File: config.mk
export PLATFORM = sky130hd
export DESIGN_NAME = cursor_ctrl
export DESIGN_NICKNAME = d
export VERILOG_FILES = /design/src/rtl/cursor_ctrl.sv
export SDC_FILE = /design/constraint.sdc
export NUM_CORES = 1
export LEC_CHECK = 0
export CAP_MARGIN = 5
export CORE_ASPECT_RATIO = 1.1
export CORE_MARGIN = 2
export CORE_UTILIZATION = 60
export CTS_CLUSTER_DIAMETER = 150
export CTS_CLUSTER_SIZE = 25
export DETAILED_ROUTE_END_ITERATION = 8
export PLACE_DENSITY = 0.83
export SYNTH_ARGS = -nofsm -noshare
export SYNTH_HDL_FRONTEND = slang
export SYNTH_SLANG_ARGS = --single-unit
File: constraint.sdc
create_clock -name clk -period 7 [get_ports clk]
set_clock_uncertainty 0.1 [all_clocks]
set_input_delay 1.4 -clock clk [delete_from_list [all_inputs] [get_ports clk]]
set_output_delay 1.4 -clock clk [all_outputs]
set_load 0.005 [all_outputs]
File: src/rtl/cursor_ctrl.sv
`timescale 1ns/1ps
// cursor_ctrl
//   Moves a square object around the visible area under control of four
//   push-buttons. Each button is synchronised, debounced by its own
//   four-state FSM, and turned into move events (one on press, then one
//   every REPEAT cycles while held). Events step the object's top-left
//   corner by STEP pixels, clamped so the object stays fully on screen.
//
// Ports
//   clk                         system clock, all state on rising edge
//   reset                       asynchronous, active-low reset
//   btn_u, btn_d, btn_l, btn_r  raw bouncy buttons, active-high
//   u, d, l, r                  debounced button levels
//   next_x, next_y              registered object top-left position
//   move                        one-cycle pulse when next_x/next_y changed
module cursor_ctrl #(
  parameter int DB_COUNT = 500000,
  parameter int REPEAT   = 12500000,
  parameter int STEP     = 8,
  parameter int OBJ_SIZE = 16,
  parameter int X_MAX    = 639,
  parameter int Y_MAX    = 479,
  parameter int X_INIT   = 312,
  parameter int Y_INIT   = 232
) (
  input  logic       clk,
  input  logic       reset,
  input  logic       btn_u,
  input  logic       btn_d,
  input  logic       btn_l,
  input  logic       btn_r,
  output logic       u,
  output logic       d,
  output logic       l,
  output logic       r,
  output logic [9:0] next_x,
  output logic [9:0] next_y,
  output logic       move
);

  localparam int CW = (DB_COUNT > 1) ? $clog2(DB_COUNT) : 1;
  localparam int RW = (REPEAT > 1) ? $clog2(REPEAT) : 1;

  // 11-bit signed working range: wide enough that pos +/- STEP never wraps
  localparam logic signed [10:0] STEP_S = 11'(STEP);
  localparam logic signed [10:0] X_LIM  = 11'(X_MAX + 1 - OBJ_SIZE);
  localparam logic signed [10:0] Y_LIM  = 11'(Y_MAX + 1 - OBJ_SIZE);

  typedef enum logic [1:0] {
    S_LOW,
    S_WAIT_HIGH,
    S_HIGH,
    S_WAIT_LOW
  } db_state_t;

  // index 0..3 = up, down, left, right
  logic [3:0] raw;
  logic [3:0] level;
  logic [3:0] ev;

  assign raw = {btn_r, btn_l, btn_d, btn_u};

  genvar gi;
  generate
    for (gi = 0; gi < 4; gi++) begin : g_btn
      logic [1:0]    sync_reg;
      db_state_t     state_reg;
      logic [CW-1:0] cnt_reg;
      logic          level_reg;
      logic [RW-1:0] rep_reg;

      // The counter is loaded with 1 on leaving a stable state, so it holds
      // the number of consecutive samples that disagreed with the level.
      // The level flips on the DB_COUNT-th such sample, which makes the
      // press-to-level latency exactly 2 (sync) + DB_COUNT cycles.
      always_ff @(posedge clk or negedge reset) begin
        if (!reset) begin
          sync_reg  <= '0;
          state_reg <= S_LOW;
          cnt_reg   <= '0;
          level_reg <= 1'b0;
        end else begin
          sync_reg <= {sync_reg[0], raw[gi]};
          case (state_reg)
            S_LOW: begin
              if (sync_reg[1]) begin
                state_reg <= S_WAIT_HIGH;
                cnt_reg   <= CW'(1);
              end
            end
            S_WAIT_HIGH: begin
              if (!sync_reg[1]) begin
                state_reg <= S_LOW;
                cnt_reg   <= '0;
              end else if (cnt_reg >= CW'(DB_COUNT - 1)) begin
                state_reg <= S_HIGH;
                level_reg <= 1'b1;
                cnt_reg   <= '0;
              end else begin
                cnt_reg <= cnt_reg + CW'(1);
              end
            end
            S_HIGH: begin
              if (!sync_reg[1]) begin
                state_reg <= S_WAIT_LOW;
                cnt_reg   <= CW'(1);
              end
            end
            S_WAIT_LOW: begin
              if (sync_reg[1]) begin
                state_reg <= S_HIGH;
                cnt_reg   <= '0;
              end else if (cnt_reg >= CW'(DB_COUNT - 1)) begin
                state_reg <= S_LOW;
                level_reg <= 1'b0;
                cnt_reg   <= '0;
              end else begin
                cnt_reg <= cnt_reg + CW'(1);
              end
            end
            default: begin
              state_reg <= S_LOW;
              cnt_reg   <= '0;
              level_reg <= 1'b0;
            end
          endcase
        end
      end

      // Repeat phase counter: 0 in the first cycle of a high level (the
      // press event) and again every REPEAT cycles while the level holds.
      always_ff @(posedge clk or negedge reset) begin
        if (!reset) begin
          rep_reg <= '0;
        end else if (!level_reg) begin
          rep_reg <= '0;
        end else if (rep_reg == RW'(REPEAT - 1)) begin
          rep_reg <= '0;
        end else begin
          rep_reg <= rep_reg + RW'(1);
        end
      end

      assign level[gi] = level_reg;
      assign ev[gi]    = level_reg && (rep_reg == '0);
    end
  endgenerate

  assign u = level[0];
  assign d = level[1];
  assign l = level[2];
  assign r = level[3];

  // One axis step: opposing events cancel; the decision is made in the
  // 11-bit signed domain so the 10-bit result is always already in range.
  function automatic logic [9:0] step_axis(input logic [9:0]        pos,
                                           input logic              dec,
                                           input logic              inc,
                                           input logic signed [10:0] lim);
    logic signed [10:0] p;
    logic [9:0]         res;
    p   = signed'({1'b0, pos});
    res = pos;
    if (dec && !inc) begin
      if (p - STEP_S < 11'sd0) res = '0;
      else                     res = pos - 10'(STEP);
    end else if (inc && !dec) begin
      if (p + STEP_S > lim) res = 10'(lim);
      else                  res = pos + 10'(STEP);
    end
    return res;
  endfunction

  logic [9:0] x_reg, y_reg;
  logic [9:0] x_next, y_next;
  logic       move_reg;

  always_comb begin
    x_next = step_axis(x_reg, ev[2], ev[3], X_LIM);
    y_next = step_axis(y_reg, ev[0], ev[1], Y_LIM);
  end

  always_ff @(posedge clk or negedge reset) begin
    if (!reset) begin
      x_reg    <= 10'(X_INIT);
      y_reg    <= 10'(Y_INIT);
      move_reg <= 1'b0;
    end else begin
      x_reg    <= x_next;
      y_reg    <= y_next;
      // pulse only on a real change, so pushing against an edge is silent
      move_reg <= (x_next != x_reg) || (y_next != y_reg);
    end
  end

  assign next_x = x_reg;
  assign next_y = y_reg;
  assign move   = move_reg;

endmodule

==> results of run 1 <==
## worst min path at each step
stage / slack [ps] / from / to / depth (start not counted)
floorplan: 230 / g_btn[0].sync_reg[0] / g_btn[0].sync_reg[1] / 0
global placement: 230 / g_btn[0].sync_reg[0] / g_btn[0].sync_reg[1] / 0
detailed placement: 240 / g_btn[0].sync_reg[0] / g_btn[0].sync_reg[1] / 0
CTS: 250 / g_btn[2].sync_reg[0] / g_btn[2].sync_reg[1] / 0
global route: 260 / g_btn[2].sync_reg[0] / g_btn[2].sync_reg[1] / 0
finish: 250 / g_btn[2].sync_reg[0] / g_btn[2].sync_reg[1] / 0
## per-layer routing
layer	GRT usage, %	wire length, µm
met3	2.744	827
met1	32.37	10620
met2	41.80	12160
met4	5.469	467
met5	0	0
## kinds of logic after synthesis
| group | after synthesis | share of synthesized area [%] |
|---|---|---|
| DFF | 213 | 45.95 |
| buffers and inverters | 99 | 3.423 |
| muxes | 12 | 1.077 |
| xor gates and xnor gates | 99 | 7.525 |
| adders and majority gates | 17 | 1.830 |
| AOI/OAI and AO/OA | 247 | 13.83 |
| and+or+nand+nor | 620 | 26.36 |
## power breakdown
group	leakage, nW	switching (W)	internal (W)
Combinational	1.86	0.0000930	0.0000450
Sequential	2.91	0.0000313	0.00125
Clock	0.171	0.000400	0.000344
Total	4.94	0.000524	0.00164
## area by class of cell
type / count / area [µm²]
well taps: 247 / 309.0
fillers: 1552 / 6551
clock buffers: 16 / 336.6
inverters: 54 / 202.7
clock inverters: 1 / 16.27
multi-input cells: 995 / 5903
flip-flops and latches: 213 / 5340
repair buffers: 39 / 372.9
## synthesized netlist by cell type, types with 6 or more instances
cell	count	share of area, %
a21o_1	6	0.39
and3_1	39	2.1
nand4_1	37	2.0
nand2b_1	18	0.97
o21ai_0	55	2.4
clkbuf_1	32	1.0
o21a_1	8	0.52
a22o_1	11	0.83
and2_1	15	0.81
nor3_1	32	1.4
a21oi_1	67	2.9
or4_1	8	0.52
a31oi_1	23	1.2
mux2i_1	8	0.69
nor4_1	23	1.2
nand2_1	121	3.9
inv_1	54	1.7
nor2_1	165	5.3
nand3_1	114	4.9
o21bai_1	6	0.39
o311ai_0	13	0.98
or2_2	6	0.32
a211oi_1	9	0.58
xnor2_1	44	3.3
dfstp_2	8	1.8
or3_1	12	0.65
xor2_1	54	4.1
nor2b_1	6	0.32
ha_1	17	1.8
dfrtp_1	205	44
buf_2	9	0.39
## metrics by stage
| step | cells | hold WS [ps] | setup slack (ps) | utilization, % | power, W |
|---|---|---|---|---|---|
| global placement | 1548 | 234.0 | 3901 | 63.72 | 0.001441 |
| global route | 1565 | 261.6 | 3614 | 65.58 | 0.002258 |
| CTS | 1565 | 248.8 | 3752 | 65.58 | 0.002190 |
| floorplan | 1307 | 231.2 | 3958 | - | 0.001391 |
| finish | 1565 | 245.2 | 3760 | 65.58 | 0.002167 |
| detailed placement | 1548 | 236.3 | 3869 | 63.72 | 0.001446 |
## cells in the final DEF (no fill, tap or decap), types with 5 or more instances in the layout
cell	netlist	layout
xnor2_1	44	44
a22o_1	11	11
a211oi_1	9	9
clkdlybuf4s50_1	0	29
o211ai_1	5	5
nor2_1	165	165
and2_1	15	15
or2_2	6	6
dfstp_2	8	8
or3_1	12	12
and3_1	39	39
nand2_1	121	121
nor3_1	32	32
nor2b_1	6	6
ha_1	17	17
nor4_1	23	23
a31oi_1	23	23
o311ai_0	13	13
inv_1	54	54
nand3_1	114	114
or4_1	8	8
clkbuf_16	0	13
xor2_1	54	54
a21o_1	6	6
a21oi_1	67	66
nand4_1	37	37
and4_1	5	5
o21bai_1	6	6
a41oi_1	5	5
o21ai_0	55	55
buf_4	2	9
mux2i_1	8	8
nand2b_1	18	18
o21a_1	8	8
dfrtp_1	205	205
==> flow_summary.ini, run 1 <==
[outcome]
status = complete, no violations

[critical_path]
slowest_delay_ps = 700
crit_fanout = 15
slowest_stage = dfstp_2
cp_num_buf_inv = 1
crit_chain = clkdlybuf4s50_1
worstSetupPathType = flip-flop to output port
cp-end-kind = output port
rr_endpoint = move
reg2reg_slack_ps = 3810
crit_path_start = next_y[5]
worstPathRequired_ps = 5500
cp_top_family = flip-flops
worstPathArrival_ps = 1740
startpoint_type = flip-flop
cp-endpoint = next_y[5]
r2r-start = next_x[3]
reg2regPathDepth = 8
cp.depth = 1

[route]
vias_per_cell = 6.146
vias = 9619
drc_errors = 0
drt_first_iter_violations = 605
ant_nets = 0
wl_mm = 24.08
first_pass_iters = 5
avgRoutedWirePerCell_um = 15.38

[clock_tree]
htreeDepth = 1
clkTransAtPathRegs_ps = 110
clk_latency_ps = 480
ctsHoldBuffers = 0
cts_root_buffer = clkbuf_16
cts_sinks = 213
cts_resized = 0
numCtsBuffers = 12
tritoncts = built
cts_setup_buffers = 0
clockBufferDepth = 3

[logic_synthesis]
syn_nets = 1330
ys_ff_latch = 213
avgSynthCellArea_um2 = 8.892
syn-cell-area_um2 = 11620
synth-edff-count = 0
synth-async-reset-ratio_pct = 100.0
synth_cell_types = 73
yosysWarnings = 0
yosysSeqAreaShare_pct = 45.95
ys.flop_type = dfrtp_1
syn_inst = 1307

[power_and_ir_drop]
ir_drop_mv = 0.2171
leakagePower_nw = 4.939
p_per_area_nw_per_um2 = 173.6

[timing]
maxSlewViolCount = 0
grt_setup_unrepaired = no
hold_viol = 0
min_period_ps = 3240
finalSetupViolations = 0
fmax_mhz = 308.7
worst_pin_slew_ps = 1130
tns_ps = 0
fin_crit_sh_pct = 46.28
max-slew-margin-rel_pct = 24.69

[floorplanning]
die_area_um2 = 20500
rows = 53
coreArea_um2 = 19030
die_h_um = 150.0
ios = 31
start_util_pct = 61.07
die_x_um = 136.7

[worst_hold_path]
min_path_type = flip-flop to flip-flop

[finish]
diodes = 0
stdcell_area_um2 = 12480
fin_nets = 1338
drive_above_1_share_pct = 4.552
largest_register_ffs = 96
area_delta_synth_final_pct = 7.385

[place]
gp_congestion = 0.8858
hpwl_mm = 16.36
postPlaceCellArea_um2 = 12130
numPortBuffers = 30

[global_route]
grt_max_degree = 91
grt_use_total_pct = 24.05
antenna_found_initial = 0
first_global_vias = 9069
overflow = 0
grt_pass1_wl_mm = 41.52

[run]
cap_violations = 0
Power figures use the tool's default switching activity.
==> inputs of run 2 (changes only) <==
==> constraint.sdc (replaced) <==
create_clock -name clk -period 3 [get_ports clk]
set_clock_uncertainty 0.1 [all_clocks]
set_input_delay 0.6 -clock clk [delete_from_list [all_inputs] [get_ports clk]]
set_output_delay 0.6 -clock clk [all_outputs]
set_load 0.005 [all_outputs]
==> flow_summary.ini, run 2 (synthesis results as in run 1) <==
[route]
avgRoutedWirePerCell_um = 15.14
drc_errors = 0
drt_first_iter_violations = 843
vias_per_cell = 6.051
wl_mm = 24.13
vias = 9640
first_pass_iters = 5
ant_nets = 0

[global_route]
grt_util_met1_pct = 31.72
met2_usage_pct = 42.53
grt_util_met3_pct = 2.744
grt_pass1_wl_mm = 41.79
overflow = 0
grt_use_total_pct = 24.20
first_global_vias = 9241
antenna_found_initial = 0
grt_max_degree = 85
globalRoute.busiestLayer = met2

[finish]
final_common_cell = dfrtp_1
drive_above_1_share_pct = 6.686
area_delta_synth_final_pct = 9.517
final_cell_mix = dfrtp_1, nor2_1, nand2_1, nand3_1, a21oi_1
stdcell_area_um2 = 12730
fin_nets = 1366
diodes = 0
final_cells = 1593
largest_register_ffs = 96

[power_and_ir_drop]
pwr-share-comb_pct = 6.7
internal_power_w = 0.003845
ir_drop_mv = 0.4163
p_per_area_nw_per_um2 = 397.0
net-switching-power_w = 0.001209
seqPwrFrac_pct = 59.3
swShare_pct = 23.92
leakagePower_nw = 5.091
p_clk_share_pct = 34.0

[place]
numPortBuffers = 30
hpwl_mm = 16.74
dp_slack_ps = 110.9
dp.cells = 1575
postPlaceCellArea_um2 = 12360
gp_congestion = 0.9321

[critical_path]
slowest_stage = dfstp_2
cp_num_buf_inv = 1
worstPathRequired_ps = 3240
rr_endpoint = move
slowest_delay_ps = 580
worstPathArrival_ps = 3090
reg2regPathDepth = 9
r2r-start = next_x[3]
crit_chain = inv_1 > ha_1 > nand2_1 > o41ai_2 > a21oi_1 > a31o_2 > mux2i_1 > o221a_2 > or4_1
startpoint_type = flip-flop
cp-end-kind = flip-flop
crit_fanout = 4
cp_top_family = compound AO/OA/AOI/OAI gates
reg2reg_slack_ps = 150
worstSetupPathType = flip-flop to flip-flop

[clock_tree]
tritoncts = built
clockBufferDepth = 3
clk_latency_ps = 470
htreeDepth = 1
numCtsBuffers = 12
cts_sinks = 213
clkTransAtPathRegs_ps = 110
cts_root_buffer = clkbuf_16

[worst_hold_path]
min_path_type = input pin to async pin

[floorplanning]
die_area_um2 = 20500
coreArea_um2 = 19030
start_util_pct = 61.07
die_h_um = 150.0
ios = 31
rows = 53
die_x_um = 136.7

[timing]
tns_ps = 0
fin_crit_sh_pct = 94.91
maxSlewViolCount = 0
holdWs_ps = 17.66
hold_viol = 0
finalSetupViolations = 0
min_period_ps = 2847
grt_setup_unrepaired = no
fmax_mhz = 351.2
max-slew-margin-rel_pct = 43.02
worst_pin_slew_ps = 849.5
setup_slack_ps = 152.6

[outcome]
status = complete, no violations

[run]
cap_violations = 0
## run 2: cell count changes in the layout (fill, tap and decap cells not counted)
cell / previous run / this run
buf_4: 9 / 35
buf_12: 0 / 2
ha_1: 17 / 16
ha_2: 0 / 1
o41ai_1: 2 / 1
o41ai_2: 2 / 3
or2_0: 1 / 0
or2_1: 0 / 1
or2_2: 6 / 5
or2_4: 0 / 1
## run 2: metal layers
layer  share of wire (%)  up-vias
met3                 4.1       39
met2                  50      220
li1                    -     4723
met1                  44     4658
met4                 1.5        0
met5                   0        -
## run 2: worst max path at each step
stage,from,to,slack (ps),cells past startpoint
after global placement,next_x[3],move,190,9
after global routing,g_btn[3].rep_reg[0],move,10,9
final,next_x[3],move,150,9
after detailed placement,next_x[3],move,110,8
after floorplan,next_x[4],move,4,10
after CTS,next_x[3],move,80,9
## run 2: metrics by stage
| stage | total power (W) | util [%] |
|---|---|---|
| 2_1_floorplan | 0.003245 | - |
| 3_3_place_gp | 0.003379 | 64.92 |
| 3_5_place_dp | 0.003394 | 64.92 |
| 4_1_cts | 0.005116 | 66.77 |
| 5_1_grt | 0.005281 | 66.88 |
| 6_report | 0.005054 | 66.88 |
## run 2: worst register-to-register path, stage by stage, from the launching register on
cell     delay [ps]
dfstp_2         580
inv_1            60
ha_1            340
nand2_1          80
o41ai_2         290
a21oi_1         110
a31o_2          280
mux2i_1         120
o221a_2         250
or4_1           510
## run 2: layout make-up
class	instances	area (µm²)
Multi-Input combinational cell	995	5916
Clock inverter	1	16.27
Inverter	54	202.7
Fill cell	1510	6304
Tap cell	247	309.0
Clock buffer	16	336.6
Sequential cell	213	5340
Timing Repair Buffer	67	608.1
## run 2: repair_timing
item | 4_1_cts | 5_1_grt
hold buffers | 0 | 0
setup endpoints to repair | 0 | 1
gates resized for setup | 0 | 4
setup buffers | 0 | 1
## run 2: power groups by stage
| stage | clock (W) | combinational [W] | sequential (W) |
|---|---|---|---|
| 2_1_floorplan | 0 | 0.000211 | 0.00303 |
| 3_3_place_gp | 0 | 0.000328 | 0.00305 |
| 3_5_place_dp | 0 | 0.000343 | 0.00305 |
| 4_1_cts | 0.00178 | 0.000342 | 0.00300 |
| 5_1_grt | 0.00188 | 0.000388 | 0.00301 |
| 6_report | 0.00172 | 0.000336 | 0.00300 |
==> inputs of run 3 (changes only) <==
--- a/config.mk
+++ b/config.mk
@@ -12,7 +12,8 @@
 export CTS_CLUSTER_DIAMETER = 150
 export CTS_CLUSTER_SIZE = 25
 export DETAILED_ROUTE_END_ITERATION = 8
-export PLACE_DENSITY = 0.83
+export DONT_BUFFER_PORTS = 1
+export PLACE_DENSITY = 0.81
 export SYNTH_ARGS = -nofsm -noshare
 export SYNTH_HDL_FRONTEND = slang
 export SYNTH_SLANG_ARGS = --single-unit
==> flow_summary.ini, run 3 (synthesis results as in run 1) <==
[power_and_ir_drop]
pwr-share-comb_pct = 5.3
net-switching-power_w = 0.001177
ir_drop_mv = 0.3181
p_per_area_nw_per_um2 = 404.5
internal_power_w = 0.003846
leakagePower_nw = 4.982
p_total_w = 0.005023
p_clk_share_pct = 35.0
swShare_pct = 23.44
seqPwrFrac_pct = 59.7

[route]
vias = 9502
vias_per_cell = 6.064
avgRoutedWirePerCell_um = 15.30
first_pass_iters = 7
drc_errors = 0
ant_nets = 0
wl_mm = 23.98
drt_first_iter_violations = 763

[critical_path]
slowest_stage = dfstp_2
startpoint_type = flip-flop
crit_path_start = next_x[4]
worstPathArrival_ps = 3180
slowest_delay_ps = 600
crit_fanout = 8
cp_top_family = compound AO/OA/AOI/OAI gates
cp-endpoint = move
r2r-start = next_x[4]
cp_num_buf_inv = 0
crit_chain = ha_2 > xnor2_1 > o41ai_2 > a21oi_1 > a31o_2 > mux2i_1 > o221a_2 > or4_1
worstPathRequired_ps = 3240
reg2regPathDepth = 8
worstSetupPathType = flip-flop to flip-flop
cp-end-kind = flip-flop
cp.depth = 8
reg2reg_slack_ps = 60
rr_endpoint = move

[timing]
finalSetupViolations = 0
setup_slack_ps = 63.88
fmax_mhz = 340.6
max-slew-margin-rel_pct = 59.65
fin_crit_sh_pct = 97.87
maxSlewViolCount = 0
holdWs_ps = -286.4
tns_ps = 0
min_period_ps = 2936
worst_pin_slew_ps = 598.7
hold_viol = 205

[global_route]
grt_max_degree = 214
overflow = 0
grt_use_total_pct = 23.44
grt_pass1_wl_mm = 40.57
first_global_vias = 8869
antenna_found_initial = 0

[finish]
stdcell_area_um2 = 12420
final_common_cell = dfrtp_1
nFillCells = 1552
area_delta_synth_final_pct = 6.836
drive_above_1_share_pct = 6.818
fin_nets = 1337
diodes = 0
largest_register_ffs = 96
final_cell_mix = dfrtp_1, nor2_1, nand2_1, nand3_1, a21oi_1

[clock_tree]
numCtsBuffers = 12
htreeDepth = 1
clockBufferDepth = 3
cts_root_buffer = clkbuf_16
clk_latency_ps = 480
tritoncts = built
clkTransAtPathRegs_ps = 100
cts_sinks = 213

[outcome]
status = finished, violations left
violations = negative hold slack

[place]
dp_slack_ps = 91.65
postPlaceCellArea_um2 = 12030
numPortBuffers = 0
gp_congestion = 0.8988
hpwl_mm = 16.26

[floorplanning]
start_util_pct = 61.07
die_x_um = 136.7
rows = 53
die_area_um2 = 20500
coreArea_um2 = 19030
die_h_um = 150.0
ios = 31

[run]
cap_violations = 0

[worst_hold_path]
min_path_type = input pin to async pin
[run 3: worst min-delay path by stage]
stage,start,to,cells after the start
2_1_floorplan,reset,async pin,0
3_3_place_gp,reset,g_btn[2].sync_reg[0],0
3_5_place_dp,reset,g_btn[1].cnt_reg[13],0
4_1_cts,reset,g_btn[1].cnt_reg[13],0
5_1_grt,reset,g_btn[1].cnt_reg[14],0
6_report,reset,g_btn[1].cnt_reg[14],0
[run 3: stage by stage]
step	utilization, %	std cells
floorplan	-	1307
global placement	63.18	1545
detailed placement	63.18	1545
CTS	65.10	1565
global route	65.24	1567
finish	65.24	1567
[run 3: repair_timing]
action                                  CTS  global route
buffers inserted                          0             2
gates resized for setup                   0             3
endpoints found under the setup margin    0             1
endpoints found under the hold margin   213           213
[run 3: power groups by stage]
stage	clock network [W]	registers, W	logic (W)
floorplan	0	0.00303	0.000211
global placement	0	0.00305	0.000257
detailed placement	0	0.00305	0.000268
CTS	0.00182	0.00300	0.000269
global route	0.00192	0.00301	0.000307
finish	0.00176	0.00300	0.000269
[run 3: worst register-to-register path: stages, from the launching register on]
cell	delay [ps]
dfstp_2	600
ha_2	300
xnor2_1	130
o41ai_2	330
a21oi_1	130
a31o_2	320
mux2i_1	130
o221a_2	260
or4_1	520
[run 3: final cells by class]
type | count | area, µm² | area share [%]
clock buffers | 19 | 347.8 | 2.801
repair buffers | 38 | 285.3 | 2.297
flip-flops and latches | 213 | 5340 | 43.01
inverters | 54 | 202.7 | 1.632
clock inverters | 1 | 16.27 | 0.1310
multi-input cells | 995 | 5916 | 47.64
well taps | 247 | 309.0 | 2.489
[run 3: per-layer routing]
| metal | share of wire (%) | GRT usage, % |
|---|---|---|
| met3 | 3.8 | 2.879 |
| met5 | 0 | 0 |
| met4 | 1.5 | 5.781 |
| met1 | 45 | 31.63 |
| met2 | 49 | 40.25 |
